==> src/rtl/fp_pkg.sv <==
// rtl/fp_pkg.sv - FP format helpers, class bit indices and operand packing shared by the FP blocks.
package fp_pkg;

  typedef enum logic [1:0] {FP16, FP32, FP64} fp_format_e;

  localparam int CLASS_NUM      = 10;
  localparam int CLASS_NEG_INF  = 0;
  localparam int CLASS_NEG_NORM = 1;
  localparam int CLASS_NEG_SUB  = 2;
  localparam int CLASS_NEG_ZERO = 3;
  localparam int CLASS_POS_ZERO = 4;
  localparam int CLASS_POS_SUB  = 5;
  localparam int CLASS_POS_NORM = 6;
  localparam int CLASS_POS_INF  = 7;
  localparam int CLASS_SNAN     = 8;
  localparam int CLASS_QNAN     = 9;

  typedef logic [CLASS_NUM-1:0] classmask_e;

  function automatic int exp_bits(input fp_format_e f);
    case (f)
      FP16:    return 5;
      FP64:    return 11;
      default: return 8;
    endcase
  endfunction

  function automatic int man_bits(input fp_format_e f);
    case (f)
      FP16:    return 10;
      FP64:    return 52;
      default: return 23;
    endcase
  endfunction

  function automatic int fp_width(input fp_format_e f);
    return 1 + exp_bits(f) + man_bits(f);
  endfunction

  // Fibonacci step, taps 64,63,61,60; state shifts toward the MSB.
  function automatic logic [63:0] lfsr64_next(input logic [63:0] r);
    return {r[62:0], r[63] ^ r[62] ^ r[60] ^ r[59]};
  endfunction

  // Fields are masked to their widths, so all-ones can be passed as '1.
  function automatic logic [63:0] fp_make(input logic sign, input logic [63:0] exp,
                                          input logic [63:0] man, input fp_format_e f);
    int eb;
    int mb;
    logic [63:0] emask;
    logic [63:0] mmask;
    eb    = exp_bits(f);
    mb    = man_bits(f);
    emask = (64'd1 << eb) - 64'd1;
    mmask = (64'd1 << mb) - 64'd1;
    return (64'(sign) << (eb + mb)) | ((exp & emask) << mb) | (man & mmask);
  endfunction

endpackage

==> src/rtl/fp_lfsr64.sv <==
// rtl/fp_lfsr64.sv - 64-bit payload LFSR that advances only when stepped.
module fp_lfsr64
  import fp_pkg::*;
#(
  parameter logic [63:0] SEED = 64'h1
) (
  input  logic        clk_i,
  input  logic        rst_i,
  input  logic        step_i,
  output logic [63:0] state_o
);

  localparam logic [63:0] SEED_EFF = (SEED == 64'd0) ? 64'd1 : SEED;

  logic [63:0] r_q;

  always_ff @(posedge clk_i or posedge rst_i) begin
    if (rst_i) begin
      r_q <= SEED_EFF;
    end else if (step_i) begin
      r_q <= lfsr64_next(r_q);
    end
  end

  assign state_o = r_q;

endmodule

==> src/rtl/fp_class_gen.sv <==
// rtl/fp_class_gen.sv - Emits one operand per requested FP class over a valid/ready stream.
module fp_class_gen
  import fp_pkg::*;
#(
  parameter fp_format_e  FP_FORMAT = FP32,
  parameter logic [63:0] SEED      = 64'h1
) (
  input  logic                             clk_i,
  input  logic                             rst_i,
  input  logic                             start_i,
  input  classmask_e                       mask_i,
  output logic                             valid_o,
  input  logic                             ready_i,
  output logic [fp_width(FP_FORMAT)-1:0]   value_o,
  output classmask_e                       class_o,
  output logic                             busy_o,
  output logic                             done_o
);

  localparam int FP_WIDTH = fp_width(FP_FORMAT);
  localparam int EXP_BITS = exp_bits(FP_FORMAT);
  localparam int MAN_BITS = man_bits(FP_FORMAT);

  typedef enum logic [1:0] {IDLE, EMIT, FIN} state_e;

  state_e                state_q, state_d;
  classmask_e            pend_q, pend_d, pick_d, class_q;
  logic [FP_WIDTH-1:0]   value_q;
  logic [63:0]           r_q, r_d;
  logic                  hs;

  fp_lfsr64 #(.SEED(SEED)) u_lfsr (
    .clk_i   (clk_i),
    .rst_i   (rst_i),
    .step_i  (hs),
    .state_o (r_q)
  );

  assign hs  = (state_q == EMIT) && ready_i;
  assign r_d = hs ? lfsr64_next(r_q) : r_q;

  function automatic logic [FP_WIDTH-1:0] build(input classmask_e pick, input logic [63:0] r);
    logic [EXP_BITS-1:0] re, norm_exp;
    logic [MAN_BITS-1:0] rm, sub_man;
    logic [MAN_BITS-2:0] nan_low;
    logic [63:0]         w;
    re       = r[63 -: EXP_BITS];
    rm       = r[MAN_BITS-1:0];
    // Clamp payload fields so the operand cannot slip into a neighbouring class.
    norm_exp = (re == '0) ? EXP_BITS'(1) : ((re == '1) ? ~EXP_BITS'(1) : re);
    sub_man  = (rm == '0) ? MAN_BITS'(1) : rm;
    nan_low  = (rm[MAN_BITS-2:0] == '0) ? (MAN_BITS-1)'(1) : rm[MAN_BITS-2:0];
    w = '0;
    if (pick[CLASS_NEG_INF])  w = fp_make(1'b1, '1, '0, FP_FORMAT);
    if (pick[CLASS_NEG_NORM]) w = fp_make(1'b1, 64'(norm_exp), 64'(rm), FP_FORMAT);
    if (pick[CLASS_NEG_SUB])  w = fp_make(1'b1, '0, 64'(sub_man), FP_FORMAT);
    if (pick[CLASS_NEG_ZERO]) w = fp_make(1'b1, '0, '0, FP_FORMAT);
    if (pick[CLASS_POS_ZERO]) w = fp_make(1'b0, '0, '0, FP_FORMAT);
    if (pick[CLASS_POS_SUB])  w = fp_make(1'b0, '0, 64'(sub_man), FP_FORMAT);
    if (pick[CLASS_POS_NORM]) w = fp_make(1'b0, 64'(norm_exp), 64'(rm), FP_FORMAT);
    if (pick[CLASS_POS_INF])  w = fp_make(1'b0, '1, '0, FP_FORMAT);
    if (pick[CLASS_SNAN])     w = fp_make(r[62], '1, 64'({1'b0, nan_low}), FP_FORMAT);
    if (pick[CLASS_QNAN])     w = fp_make(r[62], '1, 64'({1'b1, rm[MAN_BITS-2:0]}), FP_FORMAT);
    return w[FP_WIDTH-1:0];
  endfunction

  always_comb begin
    state_d = state_q;
    pend_d  = pend_q;
    case (state_q)
      IDLE: begin
        if (start_i) begin
          pend_d  = mask_i;
          state_d = (mask_i == '0) ? FIN : EMIT;
        end
      end
      EMIT: begin
        if (ready_i) begin
          pend_d = pend_q & (pend_q - classmask_e'(1));
          if (pend_d == '0) state_d = FIN;
        end
      end
      FIN:     state_d = IDLE;
      default: state_d = IDLE;
    endcase
    pick_d = pend_d & (~pend_d + classmask_e'(1));
  end

  // Outputs are computed from next-state values so they line up with valid_o.
  always_ff @(posedge clk_i or posedge rst_i) begin
    if (rst_i) begin
      state_q <= IDLE;
      pend_q  <= '0;
      class_q <= '0;
      value_q <= '0;
    end else begin
      state_q <= state_d;
      pend_q  <= pend_d;
      class_q <= (state_d == EMIT) ? pick_d : '0;
      value_q <= (state_d == EMIT) ? build(pick_d, r_d) : '0;
    end
  end

  assign valid_o = (state_q == EMIT);
  assign busy_o  = (state_q != IDLE);
  assign done_o  = (state_q == FIN);
  assign class_o = class_q;
  assign value_o = value_q;

endmodule

==> config.mk <==
export PLATFORM = sky130hd
export DESIGN_NAME = fp_class_gen
export DESIGN_NICKNAME = d
export VERILOG_FILES = /design/src/rtl/fp_pkg.sv /design/src/rtl/fp_lfsr64.sv /design/src/rtl/fp_class_gen.sv
export SDC_FILE = /design/constraint.sdc
export NUM_CORES = 1
export LEC_CHECK = 0
export ABC_AREA = 1
export BUFFER_PORTS_ARGS = -buffer_cell sky130_fd_sc_hd__clkbuf_2
export CAP_MARGIN = 20
export CORE_MARGIN = 4
export CORE_UTILIZATION = 40
export CTS_BUF_LIST = sky130_fd_sc_hd__clkbuf_4
export DETAILED_ROUTE_END_ITERATION = 8
export MAX_ROUTING_LAYER = met4
export PLACE_DENSITY_LB_ADDON = 0.12
export SYNTH_ARGS = -nofsm -noshare
export SYNTH_HDL_FRONTEND = slang
export SYNTH_SLANG_ARGS = --single-unit
==> constraint.sdc <==
create_clock -name clk_i -period 4.5 [get_ports clk_i]
set_input_delay 0.225 -clock clk_i [delete_from_list [all_inputs] [get_ports clk_i]]
set_output_delay 0.225 -clock clk_i [all_outputs]
set_load 0.005 [all_outputs]
==> metrics.md <==
| Metric | Value |
|---|---|
| Crit path arrival time | 3.65 ns |
| VDD IR max | 0.000370 V |
| Largest net degree at the start of global routing | between 70 and 80 |
| Post-DP HPWL | roughly 11000 um |
| Slew of the pin with the lowest slew margin | around 0.91 ns |
| MaxCap Viol Count | 0 |
| Clock root cell | clkbuf_4 |
| Vias | 5202 |
| Final hold vios | 0 |
| Setup CP Type | reg -> reg |
| DR vias/cell | 4.86 |
| Status | completed |
| Mapped Cells | a little over 800 |
| GP Congestion | approximately 0.90 |
| Power Density | roughly 750 nW/um2 |
| WL final | around 15000 um |
| Mean Syn Cell Area | approximately 7.5 um2 |
| Antenna violations before repair | 1 |
| Worst Path Required | ~4.9 ns |
| Total Neg Setup Slack | 0 ns |
| Startpoint Class | flip-flop |
| Min Tclk post-route | ~3.3 ns |
| Floorplan row count | between 40 and 50 |
| Fin Hold WS | approximately 0.14 ns |
| H-tree lvl count | 4 |
| Sequential share of the synthesized area | 0.482 |
| Leak | approximately 3.8 nW |
| # DRC | 0 |
| RSZ-0062 raised after global routing | false |
| Max Freq | 0.307 GHz |
| Ys Warns | 0 |
| IO Pins | 59 |
| PortBufs | just under 60 |
| Setup crit end kind | flip-flop |
| Synth top area share | 0.478 |
| Netlist Area Pre-Place | slightly above 6000 um2 |
| First-pass GRT wire length | ~26000 um |
| Crit path max fanout | 12 |
| Clock Path Buffers | 2 |
| Drt first pass iters | 5 |
| Slew Limit Headroom | 0.390 |
| Final WS setup | ~1.2 ns |
| Vias in the first global route | ~5000 |
| Setup bufs post-CTS | 0 |
| Max Slew Vio Count | 0 |
| Routed Antenna Nets | 0 |
| Layout cells sized above 1 | 0.153 |
| Die footprint | ~17000 um2 |
| Starting density of the core | 0.415 |
| Total track usage | 0.187 |
| Final #Nets | 886 |
| Area leader, netlist | dfrtp_1 |
| Clk_lat worst skew | 0.53 ns |
| CTS Buf Count | 17 |
| Hold Path Class | in -> reg |
| FF+latch count, synth | about 120 |
| Worst slack, placed | 1.14 ns |
| Width of the die | 132 um |
| Global route overflow | 0 |
| DR iter-0 viols | 410 |
| Final Skew | ~0.020 ns |
| Die Y | ~130 um |
| Crit share post-route | 0.724 |
| DR WL/cell | 14.0 um |
| Core Area | ~15000 um2 |
| Sink Count | 118 |
| # setup viols final | 0 |
| Clock slew at reported path FFs | about 0.10 ns |
| Syn_nets | between 800 and 900 |
| Layout area overhead | 10.1% |
| TritonCTS clock tree | built |
| Post-synth cell types | 39 |
| Largest cells by area after synthesis | dfrtp_1 48%, nand2_1 20%, inv_1 5.3% |
-- final timing paths --
| path | from | to | slack (ns) | cells after the start |
|---|---|---|---|---|
| max reg2reg | state_q[1] | value_o[26] | 1.24 | 12 |
| max in group asynchronous | rst_i | value_o[7] | 2.93 | 4 |
| min in group asynchronous | rst_i | u_lfsr.state_o[51] | 0.44 | 3 |
| max | state_q[1] | value_o[26] | 1.24 | 12 |
| min | mask_i[9] | pend_q[9] | 0.14 | 3 |
| min reg2reg | u_lfsr.state_o[38] | u_lfsr.state_o[39] | 0.47 | 2 |
-- placed cells by master (no fill, tap or decap), drive strengths merged, types with 2 or more instances in the layout --
cell type	count
o211ai	3
nor2	78
inv	95
o21ai	60
diode	3
nor4	2
nand3	46
clkinv	10
bufinv	2
nand2	343
a21oi	18
nor3	4
nand4	10
clkbuf	76
dfrtp	117
xor2	2
buf	4
xnor2	2
dlygate4sd3	4
-- timing repair --
item                                    4_1_cts  5_1_grt
hold buffers                                  4        0
endpoints found under the hold margin        72        0
resized for setup                             0        0
endpoints found under the setup margin        0        0
-- Yosys cell counts (all sizes together) --
library cell,number
nand2,343
dfrtp,117
inv,95
nor2,78
o21ai,60
nand3,46
buf,26
a21oi,18
nand4,10
clkbuf,5
nor3,4
o211ai,3
nor4,2
xnor2,2
xor2,2
a31o,1
clkinv,1
dfstp,1
nand3b,1
o22ai,1
o32ai,1
or2,1
-- final cells by class --
cell class / instances / area [um2]
antenna: 3 / 7.51
clock buffer: 18 / 135
clock inverter: 12 / 114
fill: 1547 / 8010
inverter: 96 / 365
multi-input combinational: 573 / 2580
sequential: 118 / 2950
tap: 184 / 230
timing repair buffer: 66 / 360
-- metal layers --
metal  GRT usage  vias to the layer above  share of wire
met4      0.0589                        0          0.014
met3      0.0420                       22          0.040
li1            -                     2649              -
met5           -                        -              0
met1       0.247                     2409           0.49
met2       0.287                      122           0.46
-- cells by family (layout without fill, tap and decap cells) --
logic type / after synthesis / in the layout / share of synthesized area
xor gates and xnor gates: 4 / 4 / 0.00572
DFF: 118 / 118 / 0.482
AOI/OAI and AO/OA: 84 / 84 / 0.0743
and+or+nand+nor: 485 / 485 / 0.341
buffers and inverters: 127 / 192 / 0.0970
other: 0 / 3 / 0
-- per-stage QoR --
step	cells	area (um2)	util	power, mW
finish	1070	6750	0.457	5.07
global route	1070	6750	0.457	5.60
CTS	1067	6740	0.457	5.13
detailed placement	1033	6450	0.437	4.39
global placement	1033	6450	0.437	4.37
floorplan	818	6130	-	3.76
-- report_power, final --
group	total, mW	leakage [nW]	internal [mW]	switching, mW
clock	0.708	0.135	0.319	0.389
sequential	1.66	1.55	1.44	0.216
combinational	2.70	2.12	0.827	1.88
-- worst max-delay path, stage by stage, from the launching register on --
cell and delay, ns:
dfrtp_1 0.49, nor2_2 0.49, nand2_2 0.34, o21ai_0 0.25
nand2_1 0.22, nand2_1 0.18, nor2_2 0.07, nand2_4 0.14
nor2_8 0.06, nor2_1 0.43, nand2_1 0.13, inv_1 0.21
a21oi_1 0.11
-- sequential cells by signal, indices dropped and copies added, names as in the netlist --
name            cells
u_lfsr.state_o     64
class_o            10
value_o            32
pend_q             10
state_q             2
(Power assumes the default switching activity.)
